$ cat src/rtl/dispatch_buffer_pkg.sv
// Shared types for the rename-to-dispatch buffer.
package dispatch_buffer_pkg;

    localparam int unsigned DISPATCH_BUF_DEPTH = 8;

    typedef struct packed {
        logic       valid;
        logic [7:0] rob_tag;
        logic [6:0] prd;
        logic [6:0] prs1;
        logic [6:0] prs2;
        logic [7:0] opcode;
    } renamed_instr_t;

endpackage

$ cat src/rtl/dispatch_buffer_if.sv
// Enqueue/dequeue handshake bundle between rename, the buffer and dispatch.
interface dispatch_buffer_if;
    import dispatch_buffer_pkg::*;

    logic           enq_valid;
    renamed_instr_t enq_instr;
    logic           enq_ready;
    logic           deq_valid;
    renamed_instr_t deq_instr;
    logic           deq_ready;

    modport master (
        output enq_valid, enq_instr, deq_ready,
        input  enq_ready, deq_valid, deq_instr
    );

    modport slave (
        input  enq_valid, enq_instr, deq_ready,
        output enq_ready, deq_valid, deq_instr
    );

endinterface

$ cat src/rtl/dispatch_buffer_circ_ptr.sv
// Wrap counter for FIFO head/tail: the MSB is the lap bit, the rest index the array.
module circ_ptr #(
    parameter int unsigned W = 4
) (
    input  logic         clk,
    input  logic         rst_n,
    input  logic         inc,
    input  logic         clear,
    output logic [W-1:0] ptr
);

    logic [W-1:0] ptr_q, ptr_d;

    always_comb begin
        ptr_d = ptr_q;
        if (clear) begin
            ptr_d = '0;
        end else if (inc) begin
            ptr_d = ptr_q + W'(1);
        end
    end

    always_ff @(posedge clk or negedge rst_n) begin
        if (!rst_n) begin
            ptr_q <= '0;
        end else begin
            ptr_q <= ptr_d;
        end
    end

    assign ptr = ptr_q;

endmodule

$ cat src/rtl/dispatch_buffer.sv
// Circular FIFO of renamed instructions between rename and dispatch.
// Define DISPATCH_BUF_BYPASS_EN for a 0-cycle empty-buffer bypass.
module dispatch_buffer
    import dispatch_buffer_pkg::*;
#(
    parameter  int unsigned DEPTH = DISPATCH_BUF_DEPTH,
    localparam int unsigned PTR_W = $clog2(DEPTH)
) (
    input  logic                 clk,
    input  logic                 rst_n,
    input  logic                 flush,
    dispatch_buffer_if.slave     bus,
    output logic [PTR_W:0]       count,
    output logic                 full,
    output logic                 empty
);

    renamed_instr_t mem_q [DEPTH];
    logic [PTR_W:0] head_ptr, tail_ptr;
    logic [PTR_W:0] count_q, count_d;
    logic [PTR_W-1:0] head_idx, tail_idx;
    logic buf_valid, bypass, enq_fire, deq_fire;

    assign head_idx = head_ptr[PTR_W-1:0];
    assign tail_idx = tail_ptr[PTR_W-1:0];

    assign empty = (head_ptr == tail_ptr);
    assign full  = (head_idx == tail_idx) && (head_ptr[PTR_W] != tail_ptr[PTR_W]);
    assign count = count_q;

    assign bus.enq_ready = !full && !flush;
    assign buf_valid     = !empty && !flush;

`ifdef DISPATCH_BUF_BYPASS_EN
    assign bypass = empty && bus.enq_valid && bus.deq_ready && !flush;
`else
    assign bypass = 1'b0;
`endif

    // A bypassed instruction goes straight to dispatch and never occupies a slot.
    assign enq_fire = bus.enq_valid && bus.enq_ready && !bypass;
    assign deq_fire = buf_valid && bus.deq_ready;

    always_comb begin
        bus.deq_valid = buf_valid || bypass;
        bus.deq_instr = '0;
        if (bypass) begin
            bus.deq_instr       = bus.enq_instr;
            bus.deq_instr.valid = 1'b1;
        end else if (buf_valid) begin
            bus.deq_instr = mem_q[head_idx];
        end
    end

    always_comb begin
        count_d = count_q;
        if (flush) begin
            count_d = '0;
        end else if (enq_fire && !deq_fire) begin
            count_d = count_q + (PTR_W+1)'(1);
        end else if (!enq_fire && deq_fire) begin
            count_d = count_q - (PTR_W+1)'(1);
        end
    end

    always_ff @(posedge clk or negedge rst_n) begin
        if (!rst_n) begin
            count_q <= '0;
        end else begin
            count_q <= count_d;
        end
    end

    // Enq and deq never share a slot: that needs full (enq blocked) or empty (deq blocked).
    always_ff @(posedge clk or negedge rst_n) begin
        if (!rst_n) begin
            for (int i = 0; i < DEPTH; i++) begin
                mem_q[i] <= '0;
            end
        end else if (flush) begin
            for (int i = 0; i < DEPTH; i++) begin
                mem_q[i].valid <= 1'b0;
            end
        end else begin
            if (enq_fire) begin
                mem_q[tail_idx]       <= bus.enq_instr;
                mem_q[tail_idx].valid <= 1'b1;
            end
            if (deq_fire) begin
                mem_q[head_idx].valid <= 1'b0;
            end
        end
    end

    circ_ptr #(.W(PTR_W + 1)) u_head (
        .clk   (clk),
        .rst_n (rst_n),
        .inc   (deq_fire),
        .clear (flush),
        .ptr   (head_ptr)
    );

    circ_ptr #(.W(PTR_W + 1)) u_tail (
        .clk   (clk),
        .rst_n (rst_n),
        .inc   (enq_fire),
        .clear (flush),
        .ptr   (tail_ptr)
    );

endmodule
$ cat src/flat_wrapper.sv
// flat-port wrapper written by rule: the top's interface ports become plain ports
module dispatch_buffer_flat import dispatch_buffer_pkg::*;
#(
    parameter  int unsigned DEPTH = DISPATCH_BUF_DEPTH,
    localparam int unsigned PTR_W = $clog2(DEPTH)
)
  (clk, rst_n, flush, count, full, empty, bus_enq_valid, bus_enq_instr, bus_deq_ready, bus_enq_ready, bus_deq_valid, bus_deq_instr);
  dispatch_buffer_if bus_i ();
  input  logic clk;
  input  logic rst_n;
  input  logic flush;
  output logic [PTR_W:0] count;
  output logic full;
  output logic empty;
  input wire logic [$bits(bus_i.enq_valid)-1:0] bus_enq_valid;
  input wire logic [$bits(bus_i.enq_instr)-1:0] bus_enq_instr;
  input wire logic [$bits(bus_i.deq_ready)-1:0] bus_deq_ready;
  output wire logic [$bits(bus_i.enq_ready)-1:0] bus_enq_ready;
  output wire logic [$bits(bus_i.deq_valid)-1:0] bus_deq_valid;
  output wire logic [$bits(bus_i.deq_instr)-1:0] bus_deq_instr;
  assign bus_i.enq_valid = bus_enq_valid;
  assign bus_i.enq_instr = bus_enq_instr;
  assign bus_i.deq_ready = bus_deq_ready;
  assign bus_enq_ready = bus_i.enq_ready;
  assign bus_deq_valid = bus_i.deq_valid;
  assign bus_deq_instr = bus_i.deq_instr;
  dispatch_buffer #(.DEPTH(DEPTH)) u_core (.clk(clk), .rst_n(rst_n), .flush(flush), .bus(bus_i), .count(count), .full(full), .empty(empty));
endmodule
$ cat config.mk
export PLATFORM = sky130hd
export DESIGN_NAME = dispatch_buffer_flat
export DESIGN_NICKNAME = d
export VERILOG_FILES = /design/src/rtl/dispatch_buffer_pkg.sv /design/src/rtl/dispatch_buffer_if.sv /design/src/rtl/dispatch_buffer_circ_ptr.sv /design/src/rtl/dispatch_buffer.sv /design/src/flat_wrapper.sv
export SDC_FILE = /design/constraint.sdc
export NUM_CORES = 1
export LEC_CHECK = 0
export CAP_MARGIN = 10
export CORE_MARGIN = 3
export CORE_UTILIZATION = 43
export DETAILED_ROUTE_END_ITERATION = 8
export PLACE_DENSITY = 0.58
export SETUP_SLACK_MARGIN = 0.4
export SLEW_MARGIN = 30
export SYNTH_ARGS = -nofsm -noshare
export SYNTH_HDL_FRONTEND = slang
export SYNTH_SLANG_ARGS = --single-unit
export TNS_END_PERCENT = 100
$ cat constraint.sdc
create_clock -name clk -period 4.5 [get_ports clk]
set_input_delay 0.45 -clock clk [delete_from_list [all_inputs] [get_ports clk]]
set_output_delay 0.45 -clock clk [all_outputs]
set_load 0.05 [all_outputs]
==> After elaboration in Yosys (flattened, before gate mapping) <==
Index checks and enable logic that the tools add are counted.
{ "totals": {"wordCells": 112, "ff_bits": 316, "output_inout_bits": 46, "n_memories": 0, "latchBits": 0, "rom_bits": 0, "ram_bits": 0} }
{ "classes": {"n_eq_ne": 3, "order_cmp": 4, "shifts": 0, "mul": 0, "div": 0, "n_addsub": 4, "reduce_logical": 17, "bitwise": 2, "n_mux": 31} }
{ "op_table": {"columns": ["op", "count"], "rows": [
  ["$bwmux 304", 3],
  ["$mux 304", 3],
  ["$demux 38 s3", 3],
  ["$mux 38", 6],
  ["$bmux 38 s3", 1],
  ["$mux 4", 7],
  ["$add 4x1->4 const B", 3],
  ["$logic_and 1x1->1", 9],
  ["$ge 4x4->1 const B", 2],
  ["$lt 4x1->1 const B", 2],
  ["$mux 1", 8],
  ["$not 3->4", 2],
  ["$logic_not 1->1", 5],
  ["$eq 4x4->1", 1],
  ["$reduce_bool 2->1", 2],
  ["$sub 4x1->4 const B", 1],
  ["$eq 3x3->1", 1],
  ["$reduce_bool 3->1", 1],
  ["$ne 1x1->1", 1]
]} }

==> Depth between registers and ports, before layout <==
{ "depth": {"ltp_word": 12, "depth_mapped": 12, "depth_no_buf": 11} }

==> Cells and area by module <==
From an unflattened synthesis, not the netlist that was laid out.
{ "unflattened": {"hier_cells": 930, "area_unflattened_um2": 14706.6} }
{ "by_module_without_submodules": {"columns": ["mod", "area_per_inst_um2", "instances", "cells_each"], "rows": [
  ["dispatch_buffer", 14321.2, 1, 898],
  ["circ_ptr", 192.7, 2, 16]
]} }

==> Worst setup path after synthesis <==
Ideal clock, no wire load.
{ "synth_timing": {"kind": "reg2reg", "startpoint": "register u_core.u_tail.ptr_q[2] (netlist: u_core.u_tail.ptr[2])", "endpoint": "register u_core.count_q[3] (netlist: u_core.count[3])", "t_arrival_ns": 2.661, "period_less_slack_ns": 2.748, "setup_ns": 0.087, "stages_incl_launch_ff": 13, "slack_ns": 1.752, "cell_sequence": "dfrtp_1 -> buf_2 -> xor2_1 -> nor3_1 -> nand2_1 -> inv_1 -> o21ai_2 -> ha_1 -> a21o_1 -> a21oi_1 -> xnor2_1 -> or3_1 -> o211ai_1"} }
{ "synth_between": {"elab_chain_len": 8, "elab_cells_between_ends": 16} }
{ "synth_lines": {"columns": ["item", "line_no", "text"], "rows": [
  ["from (decl)", "dispatch_buffer_circ_ptr.sv:12", "logic [W-1:0] ptr_q, ptr_d;"],
  ["from (signal assigned)", "dispatch_buffer_circ_ptr.sv:27", "ptr_q <= ptr_d;"],
  ["$eq 4x4->1 *", "dispatch_buffer.sv:27", "assign empty = (head_ptr == tail_ptr);"],
  ["via empty", "flat_wrapper.sv:14", "output logic empty;"],
  ["$logic_not 1->1 *", "dispatch_buffer.sv:32", "assign buf_valid = !empty && !flush;"],
  ["$logic_and 1x1->1 *", "dispatch_buffer.sv:32", null],
  ["$logic_and 1x1->1 *", "dispatch_buffer.sv:42", "assign deq_fire = buf_valid && bus.deq_ready;"],
  ["$logic_not 1->1", "dispatch_buffer.sv:59", "end else if (enq_fire && !deq_fire) begin"],
  ["$logic_and 1x1->1", "dispatch_buffer.sv:59", null],
  ["$mux 4", "dispatch_buffer.sv:59", null],
  ["$mux 4", "dispatch_buffer.sv:57", "if (flush) begin"],
  ["to (signal assigned)", "dispatch_buffer.sv:70", "count_q <= count_d;"],
  ["to (decl)", "dispatch_buffer.sv:20", "logic [PTR_W:0] count_q, count_d;"]
]} }
The timed path passes the listed nets; every way through them passes the cells marked *.
A chain may end at the register's enable or synchronous reset.

==> Worst setup path after layout <==
{ "layout_timing": {"startpoint": "register u_core.u_tail.ptr_q[0] (netlist: u_core.u_tail.ptr[0])", "endpoint": "output bus_deq_instr[13]"} }
{ "layout_between": {"elab_chain_len": 4} }
{ "layout_lines": {"columns": ["item", "line_no", "text"], "rows": [
  ["$eq 4x4->1", "dispatch_buffer.sv:27", null],
  ["$logic_not 1->1", "dispatch_buffer.sv:32", null],
  ["$logic_and 1x1->1", "dispatch_buffer.sv:32", null],
  ["$mux 38", "dispatch_buffer.sv:50", "end else if (buf_valid) begin"],
  ["to (decl)", "flat_wrapper.sv:20", "output wire logic [$bits(bus_i.deq_instr)-1:0] bus_deq_instr;"]
]} }
Every way passes these cells.

==> impl_metrics.json <==
{
  "status": "finished, final reports clean",
  "ys_async_sr_fraction_pct": 100,
  "period_minus_slack_ps": 3820,
  "first_iter_violations": 426,
  "slowest_stage": "clkdlybuf4s50_1",
  "min_path_type": "input pin to asynchronous set/reset pin",
  "crit_chain": "xor2_1 > nor3_1 > nand2_1 > nand2_4 > buf_4 > a21oi_1 > clkdlybuf4s50_1",
  "worst-path-buf-inv": 2,
  "max_freq_mhz": 262,
  "final_cells": 1527,
  "cts_sinks": 316,
  "drive_above_1_share_pct": 43.0,
  "portBuffers": 87,
  "power.internal_mw": 5.99,
  "slew_viol_final": 0,
  "setup_viol": 0,
  "fin_area_sq_um": 17100,
  "grt_overflow": 0,
  "die_y_um": 190,
  "power_switching_mw": 2.38,
  "p_comb_share_pct": 24.3,
  "diodes": 0,
  "core_area_sq_um": 32900,
  "swShare_pct": 28.4,
  "grt_pass1_wl_um": 52500,
  "rrSetupSlack_ps": 1460,
  "worstSetupPathType": "flip-flop to output port",
  "wl_per_cell_um": 21.3,
  "placed_cells": 1459,
  "gp_congestion": 0.692,
  "r2r_cells": 7,
  "hold_viol_final": 0,
  "hold_ws_ps": 398,
  "place_area_sq_um": 15900,
  "syn_nets": 1028,
  "p_seq_share_pct": 42.0,
  "worstPathMaxFanout": 22,
  "synth_edf_count": 0,
  "num-fill-cells": 2780,
  "irDropWorstVdd_v": 0.000321,
  "synth_ff_type": "dfrtp_1",
  "tns_ps": 0,
  "cpLargestDelayFamily": "buffers and inverters",
  "critPathCapture": "bus_deq_instr[13]",
  "ioPinCount": 89,
  "root_buffer": "clkbuf_16",
  "cts_buffers": 36,
  "drcViolationCount": 0,
  "ys_warn_count": 0,
  "yosysSeqAreaShare_pct": 54.4,
  "period_share_pct": 85.0,
  "final_nets": 1105,
  "yosys.area.top_type_share_pct": 54.4,
  "max-cap-violations": 0,
  "antenna_found_initial": 1,
  "vias": 8375,
  "startpoint_type": "flip-flop",
  "tightestPinTransition_ps": 870,
  "start_util_pct": 44.1,
  "grt_max_degree": 111,
  "antenna_left": 0,
  "dieWidth_um": 190,
  "netlist_area_sq_um": 14500,
  "powerDensity_nw_per_um2": 491,
  "path_depth": 7,
  "grt_pass1_vias": 8941,
  "power_frac_clock_pct": 33.7,
  "syn_area_per_cell_sq_um": 14.8,
  "die_area_sq_um": 36000,
  "cpPeakStageDelay_ps": 710,
  "firstDrtPassIters": 4,
  "clk_latency_ps": 520,
  "arrival_ps": 3370,
  "rows": 66,
  "max_slew_margin_pct": 41.9,
  "htreeDepth": 2,
  "ys_types": 41,
  "synth_seq_cells": 316,
  "yosys.area.top_type": "dfrtp_1",
  "p_leak_nw": 7.58,
  "routed_wl_um": 32500,
  "rsz0062_at_grt": "no",
  "grt.total_usage_pct": 18.6,
  "required_ps": 4050,
  "critPathLaunch": "u_core.u_tail.ptr[0]",
  "via_per_inst": 5.48,
  "rr_startpoint": "u_core.u_head.ptr[0]",
  "synth.area.top_cells": "dfrtp_1 (54%), mux2_2 (22%), mux4_2 (12%)",
  "cts_tree": "built",
  "skew_ps": 13.4,
  "synthCells": 980,
  "clockBufferDepth": 3,
  "dp_hpwl_um": 17500,
  "crit_path_end_kind": "output port",
  "syn_to_final_growth_pct": 17.4,
  "clkTransAtPathRegs_ps": 60
}
## layout by cell type (no fill, tap or decap), drive strengths merged, types with 5 or more instances in the layout
cell type / instances
clkinv: 7
xor2: 7
mux4: 76
nor3: 7
nand3: 6
clkbuf: 56
o21ai: 5
nand2: 88
inv: 16
buf: 21
nor2: 13
mux2: 296
a21oi: 43
dfrtp: 316
xnor2: 8
clkdlybuf4s50: 86
## Yosys cell counts, types with 6 or more instances
cell type  count
dfrtp_1      316
nand2_1       86
buf_4         14
mux2_4        10
buf_1          6
xor2_1         7
mux2_2       286
nand3_1        6
inv_1         14
nor2_1        13
buf_2         28
clkbuf_1      19
a21oi_1       43
xnor2_1        7
mux4_2        76
nor3_1         7
## worst reg2reg max path, delay by kind of cell (launching register included)
family	cells	cell delay [ps]
and+or+nand+nor	3	1020
buffers and inverters	2	870
DFF	1	440
muxes	1	380
xor gates and xnor gates	1	210
## layout make-up
cell class	instances	area, sq um	area share [%]
multi-input cells	581	6240	36.6
flip-flops and latches	316	7920	46.4
well taps	442	553	3.24
inverters	14	52.6	0.308
clock inverters	10	60.1	0.352
repair buffers	108	1130	6.63
clock buffers	56	1100	6.43
## routing by layer
| layer | up-vias | routed length, um | track usage (%) |
|---|---|---|---|
| li1 | 3738 | - | - |
| met1 | 4465 | 15500 | 27.6 |
| met2 | 139 | 15200 | 29.4 |
| met3 | 31 | 1290 | 2.99 |
| met4 | 2 | 447 | 3.72 |
| met5 | - | 13 | 0 |
## power groups by stage
stage,clock network (mW),registers (mW),logic (mW)
after floorplan,0,3.52,1.49
after global placement,0,3.55,2.03
after detailed placement,0,3.56,2.06
after CTS,2.91,3.52,2.06
after global routing,3.03,3.57,2.21
final,2.82,3.52,2.03
## stage by stage
stage | total power, mW | util [%] | worst slack [ps]
after floorplan | 5.01 | - | 1750
after global routing | 8.81 | 51.8 | 469
after CTS | 8.48 | 51.6 | 424
after global placement | 5.58 | 48.1 | 990
final | 8.36 | 51.8 | 676
after detailed placement | 5.62 | 48.1 | 983
## cell families (layout without fill, tap and decap cells)
family                   Yosys count  after routing  synth area share [%]
flip-flops                       316            316                  54.4
multiplexers                     372            372                  35.0
adder cells (fa/ha/maj)            5              5                 0.482
AO/OA/AOI/OAI                     61             61                  2.38
AND/OR/NAND/NOR                  128            128                  3.92
XOR/XNOR                          15             15                 0.956
buffers and inverters             83            188                  2.85
## timing repair
action                     in CTS  in global routing
hold endpoints to repair        0                 30
resized for setup               0                  1
setup endpoints to repair       0                 20
hold buffers                    0                  1
setup buffers                   0                  0
## worst min path at each step
stage	startpoint	to	slack, ps	depth (start not counted)
floorplan	rst_n	asynchronous set/reset pin	150	0
global placement	flip-flop	flip-flop	480	1
detailed placement	flip-flop	flip-flop	490	1
CTS	rst_n	asynchronous set/reset pin	60	1
global route	rst_n	asynchronous set/reset pin	420	2
finish	rst_n	asynchronous set/reset pin	400	2
No activity file was read; power rests on OpenSTA's default activity.
